<file path="src/rtl/en_dly_pkg.sv">
// +--------------------------------------------------------------------+
// | en_dly_pkg : shared defaults and sizing helper for en_delay_line   |
// | Rev 1.0                                                            |
// +--------------------------------------------------------------------+
`default_nettype none

package en_dly_pkg;

  localparam int DEF_WIDTH = 16;
  localparam int DEF_DEPTH = 8;

  // DEPTH samples of WIDTH bits need log2(DEPTH) extra bits to never overflow.
  function automatic int sum_width(input int width, input int depth);
    return width + $clog2(depth);
  endfunction

endpackage

`default_nettype wire

</file>
<file path="src/rtl/en_reg.sv">
// +--------------------------------------------------------------------+
// | en_reg : WIDTH-bit register, synchronous clear over enable         |
// | Rev 1.0                                                            |
// +--------------------------------------------------------------------+
`default_nettype none

module en_reg #(
  parameter int WIDTH = 16
) (
  input  logic             clk,
  input  logic             clr,
  input  logic             en,
  input  logic [WIDTH-1:0] d,
  output logic [WIDTH-1:0] q
);

  logic [WIDTH-1:0] r_q;

  always_ff @(posedge clk) begin
    if (clr) begin
      r_q <= '0;
    end else if (en) begin
      r_q <= d;
    end
  end

  assign q = r_q;

endmodule

`default_nettype wire

</file>
<file path="src/rtl/en_delay_line.sv">
// +--------------------------------------------------------------------+
// | en_delay_line : enabled shift delay line with tap, sum and fill    |
// | Rev 1.0                                                            |
// +--------------------------------------------------------------------+
`default_nettype none

module en_delay_line
  import en_dly_pkg::*;
#(
  parameter int WIDTH = DEF_WIDTH,
  parameter int DEPTH = DEF_DEPTH
) (
  input  logic                                 clk,
  input  logic                                 CLR,
  input  logic                                 EN,
  input  logic                                 FLUSH,
  input  logic [WIDTH-1:0]                     D,
  input  logic [$clog2(DEPTH)-1:0]             TAP_SEL,
  output logic [WIDTH-1:0]                     Q,
  output logic [WIDTH-1:0]                     TAP,
  output logic [sum_width(WIDTH, DEPTH)-1:0]   SUM,
  output logic [$clog2(DEPTH+1)-1:0]           FILL,
  output logic                                 VLD
);

  localparam int SEL_W  = $clog2(DEPTH);
  localparam int FILL_W = $clog2(DEPTH + 1);
  localparam int SUM_W  = sum_width(WIDTH, DEPTH);

  logic [WIDTH-1:0]        w_stage [DEPTH];
  logic                    w_clr;
  logic signed [SUM_W-1:0] w_d_ext;
  logic signed [SUM_W-1:0] w_old_ext;
  logic signed [SUM_W-1:0] r_sum;
  logic [FILL_W-1:0]       r_fill;

  // Flush reuses the stage clear; CLR and FLUSH have identical effect on data.
  assign w_clr = CLR | FLUSH;

  generate
    for (genvar k = 0; k < DEPTH; k++) begin : g_stage
      if (k == 0) begin : g_head
        en_reg #(.WIDTH(WIDTH)) u_reg (
          .clk (clk),
          .clr (w_clr),
          .en  (EN),
          .d   (D),
          .q   (w_stage[k])
        );
      end else begin : g_body
        en_reg #(.WIDTH(WIDTH)) u_reg (
          .clk (clk),
          .clr (w_clr),
          .en  (EN),
          .d   (w_stage[k-1]),
          .q   (w_stage[k])
        );
      end
    end
  endgenerate

  assign w_d_ext   = SUM_W'($signed(D));
  assign w_old_ext = SUM_W'($signed(w_stage[DEPTH-1]));

  // Add the incoming sample and retire the one falling off the end.
  always_ff @(posedge clk) begin
    if (w_clr) begin
      r_sum  <= '0;
      r_fill <= '0;
    end else if (EN) begin
      r_sum <= r_sum + w_d_ext - w_old_ext;
      if (r_fill != FILL_W'(DEPTH)) begin
        r_fill <= r_fill + FILL_W'(1);
      end
    end
  end

  // Indices at or beyond DEPTH match no stage and read as zero.
  always_comb begin
    TAP = '0;
    for (int k = 0; k < DEPTH; k++) begin
      if (TAP_SEL == SEL_W'(k)) begin
        TAP = w_stage[k];
      end
    end
  end

  assign Q    = w_stage[DEPTH-1];
  assign SUM  = r_sum;
  assign FILL = r_fill;
  assign VLD  = (r_fill == FILL_W'(DEPTH));

endmodule

`default_nettype wire

</file>
<file path="config.mk">
export PLATFORM = sky130hd
export DESIGN_NAME = en_delay_line
export DESIGN_NICKNAME = d
export VERILOG_FILES = /design/src/rtl/en_dly_pkg.sv /design/src/rtl/en_reg.sv /design/src/rtl/en_delay_line.sv
export SDC_FILE = /design/constraint.sdc
export NUM_CORES = 1
export LEC_CHECK = 0
export CELL_PAD_IN_SITES_DETAIL_PLACEMENT = 0
export CELL_PAD_IN_SITES_GLOBAL_PLACEMENT = 2
export CORE_MARGIN = 1.5
export CORE_UTILIZATION = 25
export DETAILED_ROUTE_END_ITERATION = 8
export GPL_TIMING_DRIVEN = 0
export PLACE_DENSITY = 0.62
export SYNTH_ARGS = -nofsm -noshare
export SYNTH_HDL_FRONTEND = slang
export SYNTH_HIERARCHICAL = 1
export SYNTH_SLANG_ARGS = --single-unit
</file>
<file path="constraint.sdc">
create_clock -name clk -period 3.2 [get_ports clk]
set_clock_uncertainty 0.15 [all_clocks]
set_input_delay 0.8 -clock clk [delete_from_list [all_inputs] [get_ports clk]]
set_output_delay 0.8 -clock clk [all_outputs]
set_load 0.01 [all_outputs]
</file>
Word-level counts from Yosys, hierarchy flattened
Index checks and enable logic that the tools add are counted.
{"block": "classes", "bitwise": 1, "n_eq_ne": 9, "n_addsub": 3, "n_mux": 8, "n_reduce_logical": 2}
{"cell": "$mux 16", "count": 8}
{"cell": "$add 19x16->19", "count": 1}
{"cell": "$sub 19x16->19", "count": 1}
{"cell": "$eq 3x3->1 const B", "count": 4}
{"cell": "$eq 3x2->1 const B", "count": 2}
{"cell": "$add 4x1->4 const B", "count": 1}
{"cell": "$eq 4x4->1 const B", "count": 1}
{"cell": "$ne 4x4->1 const B", "count": 1}
{"cell": "$eq 3x1->1 const B", "count": 1}
{"cell": "$logic_not 3->1", "count": 1}
{"cell": "$reduce_and 2->1", "count": 1}
{"cell": "$or 1x1->1", "count": 1}
{"block": "totals", "reg_bits": 151, "output_inout_bits": 56}

Depth between registers and ports, before layout
{"block": "depth", "word_depth": 9, "mapped_depth": 11, "depth_no_buf": 11}

Cells and area by module
The synthesis kept the hierarchy.
{"module": "en_reg", "seq_area_each_um2": 320.3, "cells_per_inst": 52, "n_inst": 8, "area_per_inst_um2": 580.6}
{"module": "en_delay_line", "seq_area_each_um2": 460.4, "cells_per_inst": 458, "n_inst": 1, "area_per_inst_um2": 3520.9}

Worst setup path before layout
Ideal clock, no wire load.
{"block": "synth_timing", "kind": "input port to flip-flop", "from": "in D[1]", "to": "reg r_sum[18], in the netlist SUM[18]", "setup_time_ns": 0.070, "n_path_buf": 0, "slack_ns": -0.019, "path_stages": 10, "t_arrival_ns": 3.000, "cell_sequence": "inv_1 fa_1 inv_1 fa_1 a211oi_1 o211ai_1 a2bb2oi_1 a21oi_1 or3_1 a21oi_1"}
{"block": "synth_between", "elab_chain_len": 2}
{"item": "from (decl)", "line_no": "en_delay_line.sv:17", "rtl": "input logic [WIDTH-1:0] D,"}
{"item": "$add 19x16->19", "line_no": "en_delay_line.sv:71", "rtl": "r_sum <= r_sum + w_d_ext - w_old_ext;"}
{"item": "$sub 19x16->19", "line_no": "en_delay_line.sv:71"}
{"item": "to (signal assigned)", "line_no": "en_delay_line.sv:71"}
{"item": "to (decl)", "line_no": "en_delay_line.sv:34", "rtl": "logic signed [SUM_W-1:0] r_sum;"}
No other way between the ends.
A chain may end at the register's enable or synchronous reset.

Worst setup path after layout
{"block": "layout_timing", "from": "in TAP_SEL[1]", "to": "out TAP[9]"}
{"block": "layout_between", "elab_chain_len": 9}
{"item": "from (decl)", "line_no": "en_delay_line.sv:18", "rtl": "input logic [$clog2(DEPTH)-1:0] TAP_SEL,"}
{"item": "$logic_not 3->1", "line_no": "en_delay_line.sv:82", "rtl": "if (TAP_SEL == SEL_W'(k)) begin"}
{"item": "$mux 16 (7 in a row)", "line_no": "en_delay_line.sv:82"}
{"item": "$mux 16 *", "line_no": "en_delay_line.sv:82"}
{"item": "to (decl)", "line_no": "en_delay_line.sv:20", "rtl": "output logic [WIDTH-1:0] TAP,"}
Mark *: on every way between the ends. The rest lies on a longest branch, timed or not.

==> run summary <==
Status = complete, no violations
Worst-margin pin slew = 0.7810 ns
Crit-path cells = buf_2, buf_6, buf_12, buf_4, mux4_2, mux2_2, dlygate4sd2_1
CP max-delay cell = mux4_2
Setup WS post-layout = 0.02556 ns
WL met3 = 873 um
FFs w/ async S/R, synth = 0%
Yosys Warn Count = 6
Synthesized Nets = 937
Boundary pin count = 79
Vias = 6266
CTS Sinks = 151
Htree depth = 4
First-pass GRT wire length = 37850 um
Pwr dens = 493.2 nW/um2
Vias per cell = 4.388
Sw Ratio = 27.93%
Critical path peak fanout = 6
Post-synthesis cell count = 874
Die Height = 183.7 um
RSZ-0062 raised after global routing = yes
TritonCTS clock tree = yes
Top FF cell, synth = dfxtp_1
Wire per inst = 16.97 um
Type of destination of the critical path = primary output
Hold Fails Final Rpt = 0
#FFs+latches synth = 151
Worst skew pair latency = 0.43 ns
Max Slew Vio Count = 0
Crit path required time = 2.25 ns
Hold Crit Class = register to register
Library cell with the highest instance count after synthesis = nor2_1
Starting DRT DRC Count = 259
Share of layout cells above drive strength 1 = 15.91%
Critical path arrival = 2.22 ns
GRT Total Usage = 15.05%
Finished Core Util = 33.01%
Sequential fraction of the synthesis area = 37.02%
Clk pwr share = 42.1%
Gr ovfl total = 0
Number of flops mapped to enable cells by yosys = 0
Top post-synthesis cells by area = dfxtp_1 (37%), mux2i_1 (18%), nor2_1 (7.6%)
Initial antenna violation count = 0
WL met1 = 13000 um
Leak = 4.306 nW
Worst slack at placement = -1.481 ns
Largest area contributor in the netlist = dfxtp_1
Met2 routed WL = 10070 um
DRC viols = 0
Num rows = 65
CP max stage delay = 0.30 ns
DR top layer = met4
Sequential Power Share = 37.3%
Max_cap viols = 0
Syn_area_per_cell = 9.342 um2
Clock buffer depth = 2
Die width = 183.7 um
Logic pwr share = 20.6%
Final setup vio count = 0
Fillers = 3395
Area Overhead vs Synth = 28.90%
Clk pin slew, worst setup/hold paths = 0.07 ns
Gpl congestion = 0.8250
DR pass1 iterations = 4
Min Tclk post-route = 3.174 ns
Slew HR = 47.77%
WL final = 24240 um
Post-synthesis cell area = 8165 um2
CP bufs+invs = 5
Fin crit share = 99.20%
Switching power = 1.450 mW
DP HPWL = 19760 um
Internal power = 3.741 mW
# diodes = 0
Antenna-violating nets left = 0
CTS Buf Count = 17
Initial Util = 25.61%
Final TNS setup = 0 ns
Post-synth top cells = nor2_1 (165), dfxtp_1 (151), mux2i_1 (147)
# port buffers = 77
Final net count = 1043
Core area = 31880 um2
Root buf cell = clkbuf_16
Share of the synthesized area in the top cell type = 37.02%
Fmax = 315.0 MHz
Crit Path Class = input port to primary output
Vias in the first global route = 6431
Delay-heaviest family, CP = buffers and inverters
Startpoint Class = input port
CTS Hold Buffers Added = 0
Die area = 33750 um2
Synth unique cells = 53
Largest net degree at the start of global routing = 18
Worst VDD drop = 320.1 uV
## per-stage QoR
step                hold WS (ns)  power, mW  area [um2]  cells
floorplan                 0.3272      2.612        8170    874
global placement          0.3232      2.899        9485   1386
detailed placement        0.3269      2.894        9485   1386
CTS                       0.3394      5.267       10550   1429
global route              0.3716      5.467       10530   1428
finish                    0.3369      5.191       10530   1428
## path summary, 6_finish.rpt
check / from / end / slack [ns] / depth (start not counted)
worst min-delay path: SUM[16] / SUM[16] / 0.34 / 2
worst max register to register: g_stage[7].g_body.u_reg/q[13] / SUM[18] / 0.22 / 10
worst max-delay path: TAP_SEL[1] / TAP[9] / 0.03 / 7
worst min register to register: SUM[16] / SUM[16] / 0.34 / 2
## layout by cell type, fill, tap and decap left out, types with 4 or more instances in the layout
| cell type | n |
|---|---|
| a21o_1 | 6 |
| ha_1 | 9 |
| xnor2_1 | 10 |
| nand2b_1 | 4 |
| mux4_2 | 10 |
| dlygate4sd2_1 | 15 |
| clkbuf_8 | 5 |
| buf_12 | 11 |
| bufinv_16 | 4 |
| nand3_1 | 9 |
| inv_1 | 88 |
| mux2_2 | 6 |
| clkinv_4 | 4 |
| dfxtp_1 | 151 |
| ha_4 | 11 |
| buf_1 | 9 |
| a211oi_1 | 5 |
| xor2_1 | 4 |
| clkdlybuf4s50_1 | 44 |
| nor2_1 | 165 |
| buf_4 | 13 |
| mux2i_1 | 147 |
| buf_2 | 13 |
| nand2_1 | 33 |
| buf_6 | 12 |
| a22o_1 | 22 |
| a21oi_1 | 22 |
| a21oi_2 | 5 |
| fa_1 | 17 |
| o221ai_1 | 12 |
| o211ai_1 | 4 |
| clkbuf_16 | 17 |
| o21ai_0 | 22 |
| clkbuf_4 | 4 |
| clkbuf_2 | 13 |
## layer usage
layer  global-route usage [%]  vias to the layer above
met2                    21.92                      115
met5                        0                        -
met1                    22.39                     2963
met4                    4.033                        0
met3                    2.833                       18
li1                         -                     3170
## sequential cells by signal (all words and copies together) (netlist names)
register	flops
SUM	19
FILL	4
g_stage.g_head.u_reg/q	16
g_stage.g_body.u_reg/q	112
## power by group through the flow
stage               Clock (mW)  Sequential (mW)  Combinational (mW)
detailed placement           0             1.98               0.913
global route              2.35             1.94                1.18
floorplan                    0             1.98               0.633
global placement             0             1.98               0.918
CTS                       2.27             1.94                1.06
finish                    2.19             1.94                1.07
## kinds of logic after synthesis
group,after synthesis,synth area share (%)
and+or+nand+nor,235,11.97
muxes,163,21.61
DFF,151,37.02
buffers and inverters,147,9.408
AOI/OAI and AO/OA,124,10.71
adders and majority gates,40,7.784
xor gates and xnor gates,14,1.502
## worst reg2reg max path, delay by kind of cell (launching register included)
family	cells	cell delay, ns
AND/OR/NAND/NOR	1	0.38
AO/OA/AOI/OAI	5	0.89
buffers and inverters	2	0.24
flip-flops	1	0.57
adder cells (fa/ha/maj)	2	0.69
## final cells by class
cell class	instances	area, um2	share of cell area, %
Buffer	56	546.8	5.195
Clock buffer	18	439.2	4.173
Clock inverter	14	197.7	1.878
Inverter	90	337.8	3.210
Multi-Input combinational cell	576	4646	44.14
Sequential cell	151	3023	28.72
Tap cell	435	544.3	5.171
Timing Repair Buffer	88	790.8	7.513
## timing repair
action / 4_1_cts / 5_1_grt
buffers inserted: 11 / 0
pin swaps: 22 / 9
endpoints found under the setup margin: 109 / 27
resized for setup: 136 / 28
No activity file was read; power rests on OpenSTA's default activity.
